--- config.mk ---
export PLATFORM = sky130hd
export DESIGN_NAME = axil_stream_writer
export DESIGN_NICKNAME = d
export VERILOG_FILES = /design/src/rtl/axil_stream_writer.sv
export SDC_FILE = /design/constraint.sdc
export NUM_CORES = 1
export LEC_CHECK = 0
export CAP_MARGIN = 10
export CORE_ASPECT_RATIO = 0.6
export CORE_MARGIN = 5
export CORE_UTILIZATION = 48
export CTS_BUF_LIST = sky130_fd_sc_hd__clkbuf_2 sky130_fd_sc_hd__clkbuf_4 sky130_fd_sc_hd__clkbuf_8
export CTS_CLUSTER_DIAMETER = 30
export DETAILED_ROUTE_END_ITERATION = 7
export PLACE_DENSITY = 0.88
export SLEW_MARGIN = 20
export SYNTH_ARGS = -nofsm -noshare
export SYNTH_HDL_FRONTEND = slang
export SYNTH_SLANG_ARGS = --single-unit
--- constraint.sdc ---
create_clock -name clk -period 3.95 [get_ports clk]
set_input_delay 0.395 -clock clk [delete_from_list [all_inputs] [get_ports clk]]
set_output_delay 0.395 -clock clk [all_outputs]
set_load 0.1 [all_outputs]
--- src/rtl/axil_stream_writer.sv ---
// axil_stream_writer: turns a valid/ready stream of address/data write commands
// into single-beat AXI-lite writes, one transaction outstanding at a time, and
// keeps saturating counts of completed and errored writes.
// Optional build macro SB_AXIL_WR_RESP_EN adds a RESP state plus the
// resp_valid/resp_code/resp_ready response stream.
module axil_stream_writer #(
    parameter int unsigned ADDR_WIDTH = 32,
    parameter int unsigned DATA_WIDTH = 32,
    parameter int unsigned CNT_WIDTH  = 16
) (
    input  logic                    clk,
    input  logic                    resetn,
    input  logic                    in_valid,
    output logic                    in_ready,
    input  logic [ADDR_WIDTH-1:0]   in_addr,
    input  logic [DATA_WIDTH-1:0]   in_data,
    output logic [ADDR_WIDTH-1:0]   m_axil_awaddr,
    output logic                    m_axil_awvalid,
    input  logic                    m_axil_awready,
    output logic [DATA_WIDTH-1:0]   m_axil_wdata,
    output logic [DATA_WIDTH/8-1:0] m_axil_wstrb,
    output logic                    m_axil_wvalid,
    input  logic                    m_axil_wready,
    input  logic                    m_axil_bvalid,
    output logic                    m_axil_bready,
    input  logic [1:0]              m_axil_bresp,
    output logic                    busy,
    output logic [CNT_WIDTH-1:0]    wr_count,
    output logic [CNT_WIDTH-1:0]    err_count
`ifdef SB_AXIL_WR_RESP_EN
    ,
    output logic                    resp_valid,
    output logic [1:0]              resp_code,
    input  logic                    resp_ready
`endif
);

    localparam int unsigned STRB_WIDTH = DATA_WIDTH / 8;

    typedef enum logic [1:0] {
        ST_IDLE   = 2'd0,
        ST_SEND   = 2'd1,
        ST_WAIT_B = 2'd2,
        ST_RESP   = 2'd3
    } state_e;

    state_e                  state_q, state_d;
    logic                    in_ready_q, in_ready_d;
    logic                    awvalid_q, awvalid_d;
    logic                    wvalid_q, wvalid_d;
    logic                    bready_q, bready_d;
    logic                    busy_q, busy_d;
    logic [ADDR_WIDTH-1:0]   addr_q, addr_d;
    logic [DATA_WIDTH-1:0]   data_q, data_d;
    logic [CNT_WIDTH-1:0]    wr_cnt_q, wr_cnt_d;
    logic [CNT_WIDTH-1:0]    err_cnt_q, err_cnt_d;
`ifdef SB_AXIL_WR_RESP_EN
    logic                    resp_valid_q, resp_valid_d;
    logic [1:0]              resp_code_q, resp_code_d;
`endif

    logic accept;
    logic aw_done;
    logic w_done;
    logic b_hs;

    // Handshake qualifiers; in_ready_q gates accept so nothing is taken on the first edge after reset.
    always_comb begin
        accept  = (state_q == ST_IDLE) && in_valid && in_ready_q;
        aw_done = !awvalid_q || m_axil_awready;
        w_done  = !wvalid_q || m_axil_wready;
        b_hs    = (state_q == ST_WAIT_B) && bready_q && m_axil_bvalid;
    end

    // State register.
    always_ff @(posedge clk or negedge resetn) begin
        if (!resetn) state_q <= ST_IDLE;
        else         state_q <= state_d;
    end

    // Next-state logic.
    always_comb begin
        state_d = state_q;
        case (state_q)
            ST_IDLE:   if (accept) state_d = ST_SEND;
            ST_SEND:   if (aw_done && w_done) state_d = ST_WAIT_B;
`ifdef SB_AXIL_WR_RESP_EN
            ST_WAIT_B: if (b_hs) state_d = ST_RESP;
            ST_RESP:   if (resp_ready) state_d = ST_IDLE;
`else
            ST_WAIT_B: if (b_hs) state_d = ST_IDLE;
`endif
            default:   state_d = ST_IDLE;
        endcase
    end

    // Next values of the registered outputs, counters and payload.
    always_comb begin
        in_ready_d = (state_d == ST_IDLE);
        busy_d     = (state_d != ST_IDLE);
        bready_d   = (state_d == ST_WAIT_B);
        awvalid_d  = awvalid_q;
        wvalid_d   = wvalid_q;
        addr_d     = addr_q;
        data_d     = data_q;
        wr_cnt_d   = wr_cnt_q;
        err_cnt_d  = err_cnt_q;
`ifdef SB_AXIL_WR_RESP_EN
        resp_valid_d = (state_d == ST_RESP);
        resp_code_d  = resp_code_q;
`endif
        if (accept) begin
            addr_d    = in_addr;
            data_d    = in_data;
            awvalid_d = 1'b1;
            wvalid_d  = 1'b1;
        end
        if (awvalid_q && m_axil_awready) awvalid_d = 1'b0;
        if (wvalid_q && m_axil_wready)   wvalid_d  = 1'b0;
        if (b_hs) begin
            if (wr_cnt_q != {CNT_WIDTH{1'b1}}) wr_cnt_d = wr_cnt_q + CNT_WIDTH'(1);
            if ((m_axil_bresp != 2'b00) && (err_cnt_q != {CNT_WIDTH{1'b1}}))
                err_cnt_d = err_cnt_q + CNT_WIDTH'(1);
`ifdef SB_AXIL_WR_RESP_EN
            resp_code_d = m_axil_bresp;
`endif
        end
    end

    // Output, payload and counter registers.
    always_ff @(posedge clk or negedge resetn) begin
        if (!resetn) begin
            in_ready_q <= 1'b0;
            awvalid_q  <= 1'b0;
            wvalid_q   <= 1'b0;
            bready_q   <= 1'b0;
            busy_q     <= 1'b0;
            addr_q     <= '0;
            data_q     <= '0;
            wr_cnt_q   <= '0;
            err_cnt_q  <= '0;
`ifdef SB_AXIL_WR_RESP_EN
            resp_valid_q <= 1'b0;
            resp_code_q  <= 2'b00;
`endif
        end else begin
            in_ready_q <= in_ready_d;
            awvalid_q  <= awvalid_d;
            wvalid_q   <= wvalid_d;
            bready_q   <= bready_d;
            busy_q     <= busy_d;
            addr_q     <= addr_d;
            data_q     <= data_d;
            wr_cnt_q   <= wr_cnt_d;
            err_cnt_q  <= err_cnt_d;
`ifdef SB_AXIL_WR_RESP_EN
            resp_valid_q <= resp_valid_d;
            resp_code_q  <= resp_code_d;
`endif
        end
    end

    assign in_ready       = in_ready_q;
    assign m_axil_awaddr  = addr_q;
    assign m_axil_awvalid = awvalid_q;
    assign m_axil_wdata   = data_q;
    assign m_axil_wstrb   = {STRB_WIDTH{1'b1}};
    assign m_axil_wvalid  = wvalid_q;
    assign m_axil_bready  = bready_q;
    assign busy           = busy_q;
    assign wr_count       = wr_cnt_q;
    assign err_count      = err_cnt_q;
`ifdef SB_AXIL_WR_RESP_EN
    assign resp_valid     = resp_valid_q;
    assign resp_code      = resp_code_q;
`endif

endmodule

# Word-level counts from Yosys, hierarchy flattened

Cells that the tools add are included.

Bits in writable memories: 0
Output and inout bits: 105
Register bits: 103
Word-level logic and storage cells: 44
Memories: 0
Bits of input ports: 72
Latch bits: 0
Memory bits (read-only): 0

Divide/modulo/power cells: 0
Reductions and logical operators: 20
Bitwise operators: 0
Eq/ne operators: 5
Shift-type cells: 0
Magnitude comparators: 0
Multiplexer cells: 7
Add/subtract/negate cells: 2
$mul: 0

Operators by type and width:

| cell                    | number |
|---|---|
| $add A16 B1 Y16 const B | 2 |
| $ne A16 B16 Y1 const B  | 2 |
| $logic_and A1 B1 Y1     | 8 |
| $reduce_bool A2 Y1      | 4 |
| $mux W2                 | 3 |
| $pmux W2 S3             | 1 |
| $eq A2 B2 Y1 const B    | 2 |
| $logic_not A2 Y1        | 2 |
| $reduce_and A2 Y1       | 2 |
| $mux W1                 | 3 |
| $eq A2 B1 Y1 const B    | 1 |
| $logic_not A1 Y1        | 2 |
| $logic_or A1 B1 Y1      | 2 |

# Depth between registers and ports, before layout

Gate-level depths: netlist of run 1.

Depth after elaboration: 6
Depth in mapped cells: 6
Mapped depth without buffers: 5

# Worst setup path before layout of run 1

No wires, ideal clock.

Path type: flip-flop to flip-flop
From: reg err_cnt_q[0] (netlist: err_count[0])
To: reg err_cnt_q[9] (netlist: err_count[9])
Required time: 3.787 ns
Slack: 1.469 ns
Period minus slack after synthesis: 2.481 ns
Cell stages (with the launch flop): 6
Buffers on the path: 0
Library setup time: 0.163 ns
Arrival: 2.318 ns
Cells stage by stage: dfrtp_1 > ha_1 > nand3_1 > nor4b_4 > and4b_1 > xor2_1

Cells in the longest elaborated chain, start to end: 3
Elaborated cells between the ends (all ways): 4
Those cells by class: add/sub: 1; eq/ne: 1; reduce/logical: 2

Ends and longest elaborated chain:

| element                                                 | line | RTL |
|---|---|---|
| from (decl)                                             | 56   | `logic [CNT_WIDTH-1:0] err_cnt_q, err_cnt_d;` |
| from (signal assigned)                                  | 155  | `err_cnt_q <= err_cnt_d;` |
| branches (longest 3 deep; another with $add A16 B1 Y16) | n/a  |  |

Several ways; the timed one is not identified.
A chain may end at the register's enable or synchronous reset.

# Worst setup path after layout of run 1

From: reg wr_cnt_q[2] (netlist: wr_count[2])
To: out wr_count[2]

RTL lines:

| element                | line | RTL |
|---|---|---|
| from (decl)            | 55   | `logic [CNT_WIDTH-1:0] wr_cnt_q, wr_cnt_d;` |
| from (signal assigned) | 154  | `wr_cnt_q <= wr_cnt_d;` |
| to (decl)              | 28   | `output logic [CNT_WIDTH-1:0] wr_count,` |

No word-level cell between the ends.

==> run_results.csv, run 1 <==
group,metric,value,unit
status,status,"completed",
placed_design,place_hpwl,8.747,mm
final_layout,nNetsFinal,687,
timing,min_period,2.426,ns
final_layout,antenna_cells,0,
synth,synth_top_area_cell,"dfrtp_1",
global_routing,grt_max_degree,78,
synth,ys_ff_latch,103,
setup_path,critPathMaxStageDelay,1.18,ns
synth,synth_top_area_share,60.09,%
synth,async_flop_share,100.0,%
synth,yosysWarningCount,0,
routing,vias,3727,
floorplanning,dieHeight,83.22,µm
global_routing,grt_pass1_vias,3899,
synth,synth_area,4289,µm²
timing,skew,0.008640,ns
timing,slew_headroom,31.83,%
timing,setup_violations,0,
synth,syn_inst,442,
setup_path,worst_setup_path_end_kind,"primary output",
setup_path,start_kind,"register",
setup_path,worstPathArrival,2.03,ns
routing,routedWlPerCell,16.09,µm
cts,cts_sinks,103,
timing,maxSlewViolCount,0,
routing,routed_wl,11.75,mm
setup_path,critPathBufInv,1,
floorplanning,io_pins,177,
cts,cts_max_path_buffers,2,
final_layout,fin_cells,730,
setup_path,r2r_cells,5,
routing,dr.pass1.iters,4,
cts,postCtsHoldBufs,0,
hold_path,hold_class,"in2async",
setup_path,slowest_stage,"clkdlybuf4s50_1",
global_routing,gr-total-overflow,0,
cts,clk_pin_slew,0.09,ns
floorplanning,core.rowCount,26,
setup_path,critical_path.top_delay_family,"buffers and inverters",
cts,cts_tree,"done",
routing,via_per_inst,5.105,
synth,syn_area_per_cell,9.704,µm²
timing,fin_setup_tns,0,ns
placed_design,io_buffers,172,
global_routing,grt_pass1_wl,19.68,mm
cts,post_cts_resize_count,0,
cts,cts_setup_buffers,0,
global_routing,track_usage,21.65,%
cts,cts-root-buf,"clkbuf_8",
setup_path,crit_cells,1,
cts,htree_num_levels,3,
floorplanning,die_area,10990,µm²
floorplanning,coreArea,8621,µm²
cts,clk-insertion-delay-late,0.36,ns
timing,timing.final.crit_share,61.41,%
routing,drtAntennaViolNets,0,
timing,rsz0062_at_grt,"no",
final_layout,nFillCells,604,
synth,synthTopCellsByArea,"dfrtp_1 (60%), nand2_1 (18%), xnor2_1 (2.7%)",
setup_path,crit_type,"reg2out",
setup_path,path_max_fanout,7,
synth,synth_edf_count,0,
setup_path,crit_chain,"clkdlybuf4s50_1",
placed_design,dp_cells,713,
final_layout,drive_gt1_share,5.502,%
cts,cts_buffers,9,
routing,drc_errors,0,
synth,ys_dominant_reg_cell,"dfrtp_1",
synth,synth.distinct_cells,44,
timing,worst_pin_slew,1.019,ns
floorplanning,start_util,49.75,%
routing,drtIter0Drc,409,
global_routing,antenna_found_initial,0,
placed_design,gp_congestion,0.9437,
final_layout,areaGrowthSynthToFinish,48.05,%
timing,max_freq,412.2,MHz
job,max_cap_viol_count,0,
floorplanning,die_x,132.0,µm
synth,seq_area_frac_synth,60.09,%
setup_path,critical_path_required,3.56,ns
timing,hold_viol_final,0,
worst paths after layout:
check	start	end	slack [ns]
min reg2reg	m_axil_awaddr[6]$_DFFE_PN0P_	m_axil_awaddr[6]$_DFFE_PN0P_	0.48
max reg2reg	err_count[0]$_DFFE_PN0P_	err_count[9]$_DFFE_PN0P_	1.89
max	wr_count[2]$_DFFE_PN0P_	wr_count[2]	1.52
min in group clk	m_axil_awaddr[6]$_DFFE_PN0P_	m_axil_awaddr[6]$_DFFE_PN0P_	0.48
min	resetn	wr_count[11]$_DFFE_PN0P_	0.18
max in group asynchronous	resetn	wr_count[1]$_DFFE_PN0P_	2.83
metal layers:
layer	track usage [%]	up-vias	routed length, µm	share of wire [%]
li1	-	1773	-	-
met1	27.80	1755	4817	41
met2	32.80	179	5278	45
met3	11.23	20	1458	12
met4	4.762	0	192	1.6
met5	0	-	0	0
registers in the layout, indices dropped and copies added, names as in the netlist:
signal and count:
in_ready 1, m_axil_awaddr 32, m_axil_awvalid 1, err_count 16, m_axil_wvalid 1, m_axil_wdata 32
state_q 2, wr_count 16, busy 1, m_axil_bready 1
area by class of cell:
class | instances | area (µm²) | share of cell area, %
clock buffer | 13 | 166.4 | 2.621
clock inverter | 3 | 65.06 | 1.025
inverter | 1 | 3.754 | 0.05911
multi-input combinational | 323 | 1643 | 25.87
sequential | 103 | 2577 | 40.59
tap | 112 | 140.1 | 2.207
timing repair buffer | 175 | 1754 | 27.63
cells by family after synthesis:
group / Yosys count / synth area share, %
AOI/OAI and AO/OA: 18 / 2.596
xor gates and xnor gates: 24 / 4.901
adders and majority gates: 2 / 0.5833
buffers and inverters: 19 / 2.013
DFF: 103 / 60.09
muxes: 4 / 1.021
other: 1 / 0.08743
and+or+nand+nor: 271 / 28.70
cell usage in the layout, fill, tap and decap left out, types with 5 or more instances in the layout:
cell / instances
nand2_1: 203
clkdlybuf4s50_1: 171
dfrtp_1: 103
nand4_1: 16
xnor2_1: 13
xor2_1: 11
clkbuf_8: 11
nand3_1: 10
nor2_1: 8
a21oi_1: 5
metrics by stage:
step           setup WS [ns]  utilization [%]  instance area, µm²  hold WS, ns
3_3_place_gp           1.824            70.74                6098       0.4562
5_1_grt                1.465            73.66                6350       0.2546
2_1_floorplan          1.469                -                4300      0.09941
6_report               1.524            73.66                6350       0.1752
3_5_place_dp           1.765            70.74                6098       0.4613
4_1_cts                1.501            73.43                6330       0.1972
synth_stat cells (2+ instances only):
cell / count
o22ai_1: 2
nor4_1: 4
buf_4: 4
a21oi_1: 5
dfrtp_1: 103
nor3_1: 3
xor2_1: 11
buf_1: 4
nor3_2: 2
xnor2_1: 13
nand4_1: 16
nor2_1: 8
o21ai_0: 2
mux2_2: 3
and3_1: 5
a31oi_1: 2
and4_1: 2
nand3_1: 11
o21a_1: 3
nand2b_1: 3
clkbuf_1: 10
nand2_1: 203
ha_1: 2
Power of run 1 is not shown: default switching activity piles up to over one toggle a cycle in this logic, so the estimate is an artifact.
==> run 2: changes to the inputs <==
--- a/config.mk
+++ b/config.mk
@@ -8,11 +8,11 @@
 export CAP_MARGIN = 10
 export CORE_ASPECT_RATIO = 0.6
 export CORE_MARGIN = 5
-export CORE_UTILIZATION = 48
+export CORE_UTILIZATION = 40
 export CTS_BUF_LIST = sky130_fd_sc_hd__clkbuf_2 sky130_fd_sc_hd__clkbuf_4 sky130_fd_sc_hd__clkbuf_8
 export CTS_CLUSTER_DIAMETER = 30
 export DETAILED_ROUTE_END_ITERATION = 7
-export PLACE_DENSITY = 0.88
+export PLACE_DENSITY = 0.78
 export SLEW_MARGIN = 20
 export SYNTH_ARGS = -nofsm -noshare
 export SYNTH_HDL_FRONTEND = slang
==> constraint.sdc (replaced) <==
create_clock -name clk -period 2.2 [get_ports clk]
set_input_delay 0.22 -clock clk [delete_from_list [all_inputs] [get_ports clk]]
set_output_delay 0.22 -clock clk [all_outputs]
set_load 0.1 [all_outputs]
==> run 2 against run 1 <==
  * Worst setup slack worse by 1.2 ns
  * Clock skew up 0.0047 ns
  * Critical path depth up 4
  * Critical path type is now reg2reg
  * Register-to-register slack worse by 1.5 ns
  * Clock-buffer cell count down 3
  * Non-clock buffer count up 4
  * Core utilization down 15 points
==> run_results.csv, run 2 (same netlist as run 1, synthesis figures left out) <==
group,metric,value,unit
routing,drtAntennaViolNets,0,
final_layout,final_common_cell,"nand2_1",
hold_path,hold_path.startpoint,"in_data[4]",
final_layout,nNetsFinal,691,
global_routing,grt_pass1_wl,19.13,mm
floorplanning,coreArea,10520,µm²
cts,clk-insertion-delay-late,0.37,ns
setup_path,critical_path_required,2.47,ns
placed_design,io_buffers,172,
routing,drc_errors,0,
placed_design,gp_congestion,0.8397,
cts,cts_buffers,9,
timing,min_period,1.860,ns
timing,setup_violations,0,
job,max_cap_viol_count,0,
final_layout,mostFrequentLayoutCells,"nand2_1 (203), buf_4 (107), dfrtp_1 (86)",
timing,max_freq,537.7,MHz
cts,clk_pin_slew,0.10,ns
cts,postCtsHoldBufs,1,
setup_path,path_max_fanout,8,
setup_path,reg2reg_slack,0.34,ns
cts,post_cts_resize_count,0,
timing,skew,0.01338,ns
global_routing,gr-total-overflow,0,
routing,vias,3677,
timing,worst_pin_slew,0.5529,ns
floorplanning,start_util,40.76,%
cts,cts-root-buf,"clkbuf_8",
timing,slew_headroom,63.14,%
setup_path,crit_type,"reg2reg",
global_routing,grt_max_degree,104,
routing,routed_wl,11.57,mm
global_routing,antenna_found_initial,0,
setup_path,reg2reg_from,"err_count[0]$_DFFE_PN0P_",
floorplanning,io_pins,177,
final_layout,antenna_cells,0,
status,status,"completed",
hold_path,hold_class,"in2reg",
cts,htree_num_levels,3,
timing,maxSlewViolCount,0,
placed_design,place_hpwl,8.630,mm
timing,rsz0062_at_grt,"no",
timing,hold_viol_final,0,
placed_design,placed_cell_area,5943,µm²
global_routing,grt_pass1_vias,3738,
cts,cts_max_path_buffers,2,
global_routing,track_usage,18.36,%
hold_path,whs_path_depth,3,
floorplanning,core.rowCount,29,
setup_path,start_kind,"register",
cts,cts_setup_buffers,0,
setup_path,worstPathArrival,2.13,ns
setup_path,worst_setup_path_end_kind,"register",
timing,timing.final.crit_share,84.54,%
floorplanning,die_x,143.7,µm
final_layout,drive_gt1_share,24.80,%
routing,dr.pass1.iters,4,
routing,routedWlPerCell,15.23,µm
setup_path,r2r_cells,5,
routing,drtIter0Drc,170,
cts,cts_sinks,103,
hold_path,holdPathEnd,"m_axil_wdata[4]$_DFFE_PN0P_",
floorplanning,dieHeight,90.21,µm
floorplanning,die_area,12960,µm²
final_layout,fin_area,6172,µm²
cts,cts_tree,"done",
final_layout,areaGrowthSynthToFinish,43.90,%
setup_path,r2r_end,"err_count[9]$_DFFE_PN0P_",
routing,via_per_inst,4.838,
## run 2: changes by cell type in the layout (fill, tap and decap cells not counted)
cell	delta
clkinvlp_4	+1
dfrtp_2	+17
inv_6	+1
clkdlybuf4s50_1	-101
clkbuf_4	-2
clkbuf_8	-1
dlygate4sd3_1	+1
dfrtp_1	-17
buf_4	+104
## run 2: worst max path at each step
| stage | cells after the start | start | slack (ns) | to |
|---|---|---|---|---|
| after floorplan | 4 | err_count[11]$_DFFE_PN0P_ | -0.05 | err_count[9]$_DFFE_PN0P_ |
| after global placement | 5 | m_axil_bvalid | 0.24 | wr_count[10]$_DFFE_PN0P_ |
| after detailed placement | 5 | m_axil_bvalid | 0.21 | wr_count[10]$_DFFE_PN0P_ |
| after CTS | 5 | err_count[0]$_DFFE_PN0P_ | 0.34 | err_count[9]$_DFFE_PN0P_ |
| after global routing | 5 | wr_count[0]$_DFFE_PN0P_ | 0.19 | wr_count[1]$_DFFE_PN0P_ |
| final | 5 | err_count[0]$_DFFE_PN0P_ | 0.34 | err_count[9]$_DFFE_PN0P_ |
## run 2: through the flow
stage	setup slack [ns]	utilization [%]	hold slack [ns]	instances	setup TNS [ns]
after floorplan	-0.04844	-	-0.07559	445	-0.04844
after global placement	0.2435	56.48	0.3265	744	0
after detailed placement	0.2085	56.48	0.3353	744	0
after CTS	0.3421	58.66	0.3382	760	0
after global routing	0.1916	58.66	0.3491	760	0
final	0.3402	58.66	0.3665	760	0
## run 2: area by class of cell
cell class | instances | area [µm²]
fillers | 900 | 4350
flip-flops and latches | 103 | 2599
multi-input cells | 323 | 1643
repair buffers | 179 | 1534
well taps | 139 | 173.9
clock buffers | 10 | 137.6
clock inverters | 5 | 81.33
inverters | 1 | 3.754
## run 2: worst max-delay path, cell delays in order, from the launching register on
cell,delay [ns]
dfrtp_2,0.42
ha_1,0.20
nand3_1,0.20
nor4b_4,0.54
and4b_1,0.26
xor2_1,0.13
## run 2: metal layers
metal  up-vias  routed length (µm)  GRT usage [%]
met4         0                 106          3.997
met3         9                1234          8.802
met2       127                5291          27.64
met5         -                   0              0
li1       1790                   -              -
met1      1751                4941          24.16
Power of run 2 is left out for the same reason.
==> run 3: changes to the inputs <==
==> constraint.sdc (replaced) <==
create_clock -name clk -period 1.6 [get_ports clk]
set_input_delay 0.16 -clock clk [delete_from_list [all_inputs] [get_ports clk]]
set_output_delay 0.16 -clock clk [all_outputs]
set_load 0.1 [all_outputs]
==> run 3 against run 2 <==
  * The flow now finishes with violations (setup timing)
  * Register-to-register slack worse by 0.37 ns
  * Via count is 9.2% higher
  * Routed wire length rose by 19%
  * Clock-buffer cell count is the same
  * Sequential share of layout area shrank 9.1 points
  * Worst hold slack worse by 0.11 ns
  * Critical path type unchanged
==> run_results.csv, run 3 (same netlist as run 1, synthesis figures left out) <==
group,metric,value,unit
cts,cts_max_path_buffers,2,
final_layout,nNetsFinal,745,
final_layout,areaGrowthSynthToFinish,89.06,%
setup_path,critical_path_required,1.87,ns
floorplanning,io_pins,177,
timing,max_freq,612.0,MHz
final_layout,antenna_cells,0,
routing,via_per_inst,4.925,
floorplanning,coreArea,10520,µm²
global_routing,use_met3,9.173,%
cts,htree_num_levels,3,
timing,rsz0062_at_grt,"yes",
hold_path,hold_class,"in2async",
status,status,"finished with violations",
setup_path,slowest_stage,"or4b_4",
timing,final.setup.worst_slack,-0.03400,ns
setup_path,worstPathArrival,1.90,ns
timing,skew,0.01780,ns
global_routing,use_met1,23.78,%
cts,cts_tree,"done",
floorplanning,dieHeight,90.21,µm
final_layout,drive_gt1_share,36.69,%
global_routing,grt_max_degree,65,
routing,routed_wl,13.72,mm
cts,cts_buffers,9,
floorplanning,die_x,143.7,µm
placed_design,dp_worst_setup_slack,-0.2430,ns
setup_path,crit_type,"reg2reg",
routing,dr.pass1.iters,4,
setup_path,crit_chain,"and4b_4 -> and3_4 -> or4b_4 -> xnor2_2",
global_routing,grtUsageMet2,34.45,%
final_layout,nFillCells,683,
routing,drtIter0Drc,220,
timing,timing.final.crit_share,102.1,%
placed_design,place_hpwl,10.41,mm
final_layout,mostFrequentLayoutCells,"nand2_1 (202), buf_12 (105), clkdlybuf4s50_1 (70)",
cts,clk-insertion-delay-late,0.37,ns
setup_path,start_kind,"register",
placed_design,io_buffers,172,
cts,clk_pin_slew,0.11,ns
cts,cts_sinks,103,
global_routing,antenna_found_initial,0,
final_layout,seqCellArea,2680,µm²
status,violations,"setup timing",
floorplanning,die_area,12960,µm²
final_layout,fin_area,8109,µm²
cts,cts-root-buf,"clkbuf_8",
global_routing,grt_pass1_wl,21.03,mm
global_routing,track_usage,20.51,%
floorplanning,core.rowCount,29,
routing,drtAntennaViolNets,0,
global_routing,gr-total-overflow,0,
setup_path,critical_path.top_delay_family,"simple AND/OR/NAND/NOR gates",
setup_path,critPathMaxStageDelay,0.47,ns
placed_design,placed_cell_area,7732,µm²
routing,routedWlPerCell,16.83,µm
timing,min_period,1.634,ns
timing,hold_viol_final,0,
global_routing,global_route.peak_usage_layer,"met2",
setup_path,worst_setup_path_end_kind,"register",
timing,setup_violations,10,
final_layout,final_common_cell,"nand2_1",
placed_design,gp_congestion,0.8509,
job,max_cap_viol_count,0,
setup_path,critPathBufInv,0,
timing,maxSlewViolCount,0,
global_routing,grt_pass1_vias,4123,
final_layout,multi_input_area,1800,µm²
routing,drc_errors,0,
floorplanning,start_util,40.76,%
routing,vias,4014,
setup_path,path_max_fanout,3,
run 3: cell type report:
type                       count  share of cell area (%)
timing repair buffer         233                   40.18
clock inverter                 6                  0.7561
tap                          139                   2.145
inverter                       1                 0.04629
clock buffer                  10                   1.620
sequential                   103                   33.05
multi-input combinational    323                   22.20
run 3: metrics by stage:
step	TNS, ns	hold slack, ns	utilization, %	instances
floorplan	-3.807	-0.1356	-	445
CTS	-0.08198	0.2831	75.93	810
finish	-0.1929	0.2575	77.06	815
detailed placement	-2.971	0.1457	73.48	791
global placement	-1.797	0.1348	73.48	791
global route	-1.070	0.2759	77.06	815
run 3: worst reg2reg max path: stages (launching register included):
cell and delay [ns]:
dfrtp_1 0.41, and4b_4 0.34, and3_4 0.18, or4b_4 0.47
xnor2_2 0.15
run 3: final timing paths:
check / from / end / slack [ns] / depth (start not counted)
setup / recovery: state_q[0]$_DFF_PN0_ / wr_count[10]$_DFFE_PN0P_ / -0.03 / 4
hold / removal: resetn / err_count[2]$_DFFE_PN0P_ / 0.26 / 2
setup reg to reg: state_q[0]$_DFF_PN0_ / wr_count[10]$_DFFE_PN0P_ / -0.03 / 4
hold reg to reg: m_axil_wvalid$_DFFE_PN0P_ / m_axil_wvalid$_DFFE_PN0P_ / 0.54 / 1
max in group asynchronous: resetn / m_axil_awaddr[8]$_DFFE_PN0P_ / 0.69 / 3
min in group clk: in_addr[9] / m_axil_awaddr[9]$_DFFE_PN0P_ / 0.32 / 3
run 3: repair_timing:
item,4_1_cts,5_1_grt
pin swaps,3,8
cloned,0,1
buffers inserted,2,4
endpoints found under the hold margin,30,0
setup endpoints to repair,7,39
hold buffers,1,0
resized for setup,5,10
run 3: metal layers:
layer  vias up  routed length, µm
li1       1893                  -
met2       152               6816
met1      1943               5370
met4         0                235
met5         -                  0
met3        26               1293
Power of run 3 is left out for the same reason.
==> patch 1: new RTL, settings of run 2 <==
The 4 states of `state_e` get a one-hot encoding in 4 bits.
--- a/src/rtl/axil_stream_writer.sv
+++ b/src/rtl/axil_stream_writer.sv
@@ -37,11 +37,11 @@
 
     localparam int unsigned STRB_WIDTH = DATA_WIDTH / 8;
 
-    typedef enum logic [1:0] {
-        ST_IDLE   = 2'd0,
-        ST_SEND   = 2'd1,
-        ST_WAIT_B = 2'd2,
-        ST_RESP   = 2'd3
+    typedef enum logic [3:0] {
+        ST_IDLE   = 4'b0001,
+        ST_SEND   = 4'b0010,
+        ST_WAIT_B = 4'b0100,
+        ST_RESP   = 4'b1000
     } state_e;
 
     state_e                  state_q, state_d;
Check against the original RTL: same outputs for any inputs over 10 cycles, from zero or initial values and one cycle with resetn low; not proved beyond that.
==> patch 1 against run 2 <==
  * Via count rose by 1.9%
  * Cell area increased by 2.1%
  * Wire length increased by 0.22%
  * Final cell count is 1.4% higher
  * Worst setup slack worse by 0.20 ns
  * Area after synthesis is 2.7% higher
  * Sequential share of layout area is essentially flat
  * Non-clock buffer count up 1
  * Sequential cell count up 2
  * Critical path type unchanged
  * Critical endpoint is now wr_count[1]
==> patch 1: results (changes against run 2) <==
Finish
  – Multi-input gates: 329 (+1.9%)
  – Buffers, non-clock: 180 (+0.56%)
  – Buffering overhead: 24.86% (about the same)
  – Final instance area: 6301 µm² (+2.1%)
  – Layout Nets: 701 (+1.4%)
  – Layout cells sized above 1: 24.05% (-0.75 points)
  – Clkbuf count: 12 (+2)
  – Inverters excl. clock: 2 (+1)
  – Fillers: 922 (+2.4%)
  – Clock-cell share: 3.554% (+0.0069 points)
  – Sequential cell count: 105 (+1.9%)
  – Sequential cell area: 2650 µm² (+2.0%)
  – Multi-input logic area: 1679 µm² (+2.2%)

Floorplanning
  – Core footprint: 10670 µm² (+1.4%)

Worst setup path
  – Worst path slowest cell: dfrtp_1
  – CP endpoint: wr_count[1]
  – CP Max Fanout: 7 (-1)
  – Peak per-stage delay on the critical path: 0.48 ns (-0.06 ns)
  – Critical Path AT: 2.31 ns (+0.18 ns)

Place
  – Routability cong.: 0.8227 (-2.0%)
  – Post-placement cell count: 754 (+1.3%)
  – DP Area: 6067 µm² (+2.1%)
  – Place WS: 0.1791 ns (-0.02942 ns)
  – Post-DP HPWL: 8602 µm (-0.33%)

Yosys
  – Asr flop ratio synth: 100.0% (unchanged)
  – Top cells by area, synth: dfrtp_1, nand2_1, xor2_1
  – Mapped Avg Cell Area: 9.685 µm² (-0.19%)
  – Adder-Cell Fraction of Synth Area: 0.5679% (-0.016 points)
  – Post-Synth XOR/XNOR Area: 5.168% (+0.27 points)
  – Sequential fraction of the synthesis area: 59.65% (-0.44 points)
  – Multiplexer share of the synthesized area: 0.9938% (-0.027 points)
  – Top cells by count, synth: nand2_1, dfrtp_1, xor2_1
  – Synth Area in Compound Gates: 3.237% (+0.64 points)

Drt
  – Routed wire length on met2: 5316 µm (+0.47%)
  – Detailed Route Iter0 Violations: 185 (+8.8%)
  – Final wirelength: 11600 µm (+0.22%)
  – WL/cell: 15.05 µm (-1.2%)
  – Initial DRT Pass Iterations: 4 (unchanged)
  – Metal-1 WL: 5224 µm (+5.7%)
  – Routed wl met3: 938 µm (-24%)
  – Drt via density: 4.859 (+0.42%)

STA
  – Relative slew margins: 62.92% (-0.22 points)
  – Crit path time final: 2.058 ns (+0.1983 ns)

Global route
  – Met1 Use GR: 24.16% (about the same)
  – Vias in the first global route: 3764 (+0.70%)
  – Met2 Use GR: 26.19% (-1.5 points)
  – Largest net degree at the start of global routing: 68 (-35%)
  – GR Util met3: 6.070% (-2.7 points)
  – First-pass GRT wire length: 19070 µm (-0.32%)
  – Total track usage: 17.35% (-1.0 points)

Outcome
  – Status: completed

Clock network
  – Post-CTS Setup Bufs: 0 (unchanged)
[patch 1: worst min-delay path by stage]
stage	startpoint	slack, ns	depth (start not counted)	end
after floorplan	resetn	-0.08	0	busy
after global placement	resetn	0.24	2	wr_count[7]
after detailed placement	resetn	0.25	2	wr_count[7]
after CTS	in_data[8]	0.35	3	m_axil_wdata[8]
after global routing	in_addr[19]	0.36	3	m_axil_awaddr[19]
final	in_addr[18]	0.38	3	m_axil_awaddr[18]
[patch 1: stage by stage]
step                      power, mW   TNS [ns]  hold slack [ns]
after detailed placement      5.508          0           0.2487
after floorplan               4.720  -0.001726         -0.07559
final                         6.765          0           0.3804
after CTS                     6.842          0           0.3523
after global placement        5.464          0           0.2438
after global routing          7.046          0           0.3624
[patch 1: critical path: cells and delay by family (launching register included)]
| kind | cells | cell delay, ns |
|---|---|---|
| multiplexers | 1 | 0.37 |
| AND/OR/NAND/NOR | 3 | 1.11 |
| flip-flops | 1 | 0.48 |
==> patch 2: new RTL, flow settings as in run 2 <==
Made on the original files. The parameter `CNT_WIDTH` goes from 16 to 32.
--- a/src/rtl/axil_stream_writer.sv
+++ b/src/rtl/axil_stream_writer.sv
@@ -6,7 +6,7 @@
 module axil_stream_writer #(
     parameter int unsigned ADDR_WIDTH = 32,
     parameter int unsigned DATA_WIDTH = 32,
-    parameter int unsigned CNT_WIDTH  = 16
+    parameter int unsigned CNT_WIDTH  = 32
 ) (
     input  logic                    clk,
     input  logic                    resetn,
Ports: changed (resized err_count and wr_count); port bits go from 177 to 209. No check against the original RTL was run, so the function may have changed too.
==> patch 2 against run 2 <==
  * Wire length increased by 37%
  * Worst setup slack got worse by 0.26 ns
  * Non-clock buffer count increased by 55
  * Final cell count increased by 34%
  * Via count increased by 35%
  * Area after synthesis increased by 35%
  * Die area increased by 31%
  * Sequential share of layout area decreased by 0.68 points
  * Sequential cell count increased by 32
  * Cell area increased by 38%
==> patch 2: results (changes against run 2) <==
Global route
  – Largest net degree at the start of global routing: 64 (-38%)

Drt
  – Final wirelength: 15840 µm (+37%)
  – Initial DRT Pass Iterations: 5 (+1)

Worst setup path
  – Critical Path Start: err_count[24]
  – Worst R2R End: err_count[1]
  – Worst path slowest cell: or4_4
  – Worst R2R Setup Slack: 0.08 ns (-0.26 ns)
  – CP Max Fanout: 5 (-3)

Yosys
  – Mapped Avg Cell Area: 10.02 µm² (+3.2%)
  – Yosys reg bits: 135 (+31%)
  – Synth Area in Compound Gates: 1.431% (-1.2 points)
  – Count of cell types in the netlist: 42 (-4.5%)
  – Top cells by area, synth: dfrtp_1, nand2_1, xnor2_1
  – Multiplexer share of the synthesized area: 0.4554% (-0.57 points)
  – Adder-Cell Fraction of Synth Area: 0.4337% (-0.15 points)
  – Post-Synth XOR/XNOR Area: 9.412% (+4.5 points)

Clock network
  – TritonCTS Buffers: 17 (+8)
  – H-tree depth: 4 (+1)
  – Worst skew pair latency: 0.42 ns (+0.05 ns)

Place
  – Post-placement cell count: 988 (+33%)
  – Place WS: -0.1658 ns (-0.3743 ns)
  – DP Area: 8024 µm² (+35%)
  – Post-DP HPWL: 11990 µm (+39%)
  – Routability cong.: 0.8103 (-3.5%)

Min path
  – Hold Path End: m_axil_awaddr[3]

STA
  – Post-route clock period utilization: 96.34% (+12 points)
  – Relative slew margins: 61.88% (-1.3 points)
  – Layout Skew: 0.02105 ns (+0.007668 ns)

Finish
  – Clock-cell share: 5.287% (+1.7 points)
  – Clkbuf count: 21 (+11)
  – Sequential share of cell area: 41.43% (-0.68 points)
  – Multi-input logic area: 2325 µm² (+42%)
  – Buffering overhead: 22.96% (-1.9 points)
  – Sequential cell area: 3520 µm² (+35%)

Outcome
  – Status: completed
==> patch 2: cell types whose count changed after synthesis, moves of 5 or more <==
| cell | delta |
|---|---|
| nand3_1 | +17 |
| nand2_1 | +10 |
| and4_1 | +11 |
| and3_1 | +12 |
| xnor2_1 | +26 |
| a21oi_1 | -5 |
| nor3_1 | +7 |
| xor2_1 | +12 |
| nand4_1 | +8 |
| dfrtp_1 | +32 |
==> patch 2: per-layer routing <==
layer	up-vias	part of all wire [%]	routed length (µm)	GRT usage [%]
li1	2387	-	-	-
met1	2404	45	7206	26.23
met2	170	44	7042	29.17
met3	14	9.2	1453	6.952
met4	0	0.86	136	4.473
met5	-	0	0	0
==> patch 2: tightest hold or removal path, stage by stage <==
cell and delay, ns:
clkdlybuf4s50_1 0.39, nand2_1 0.05, nand2_1 0.04
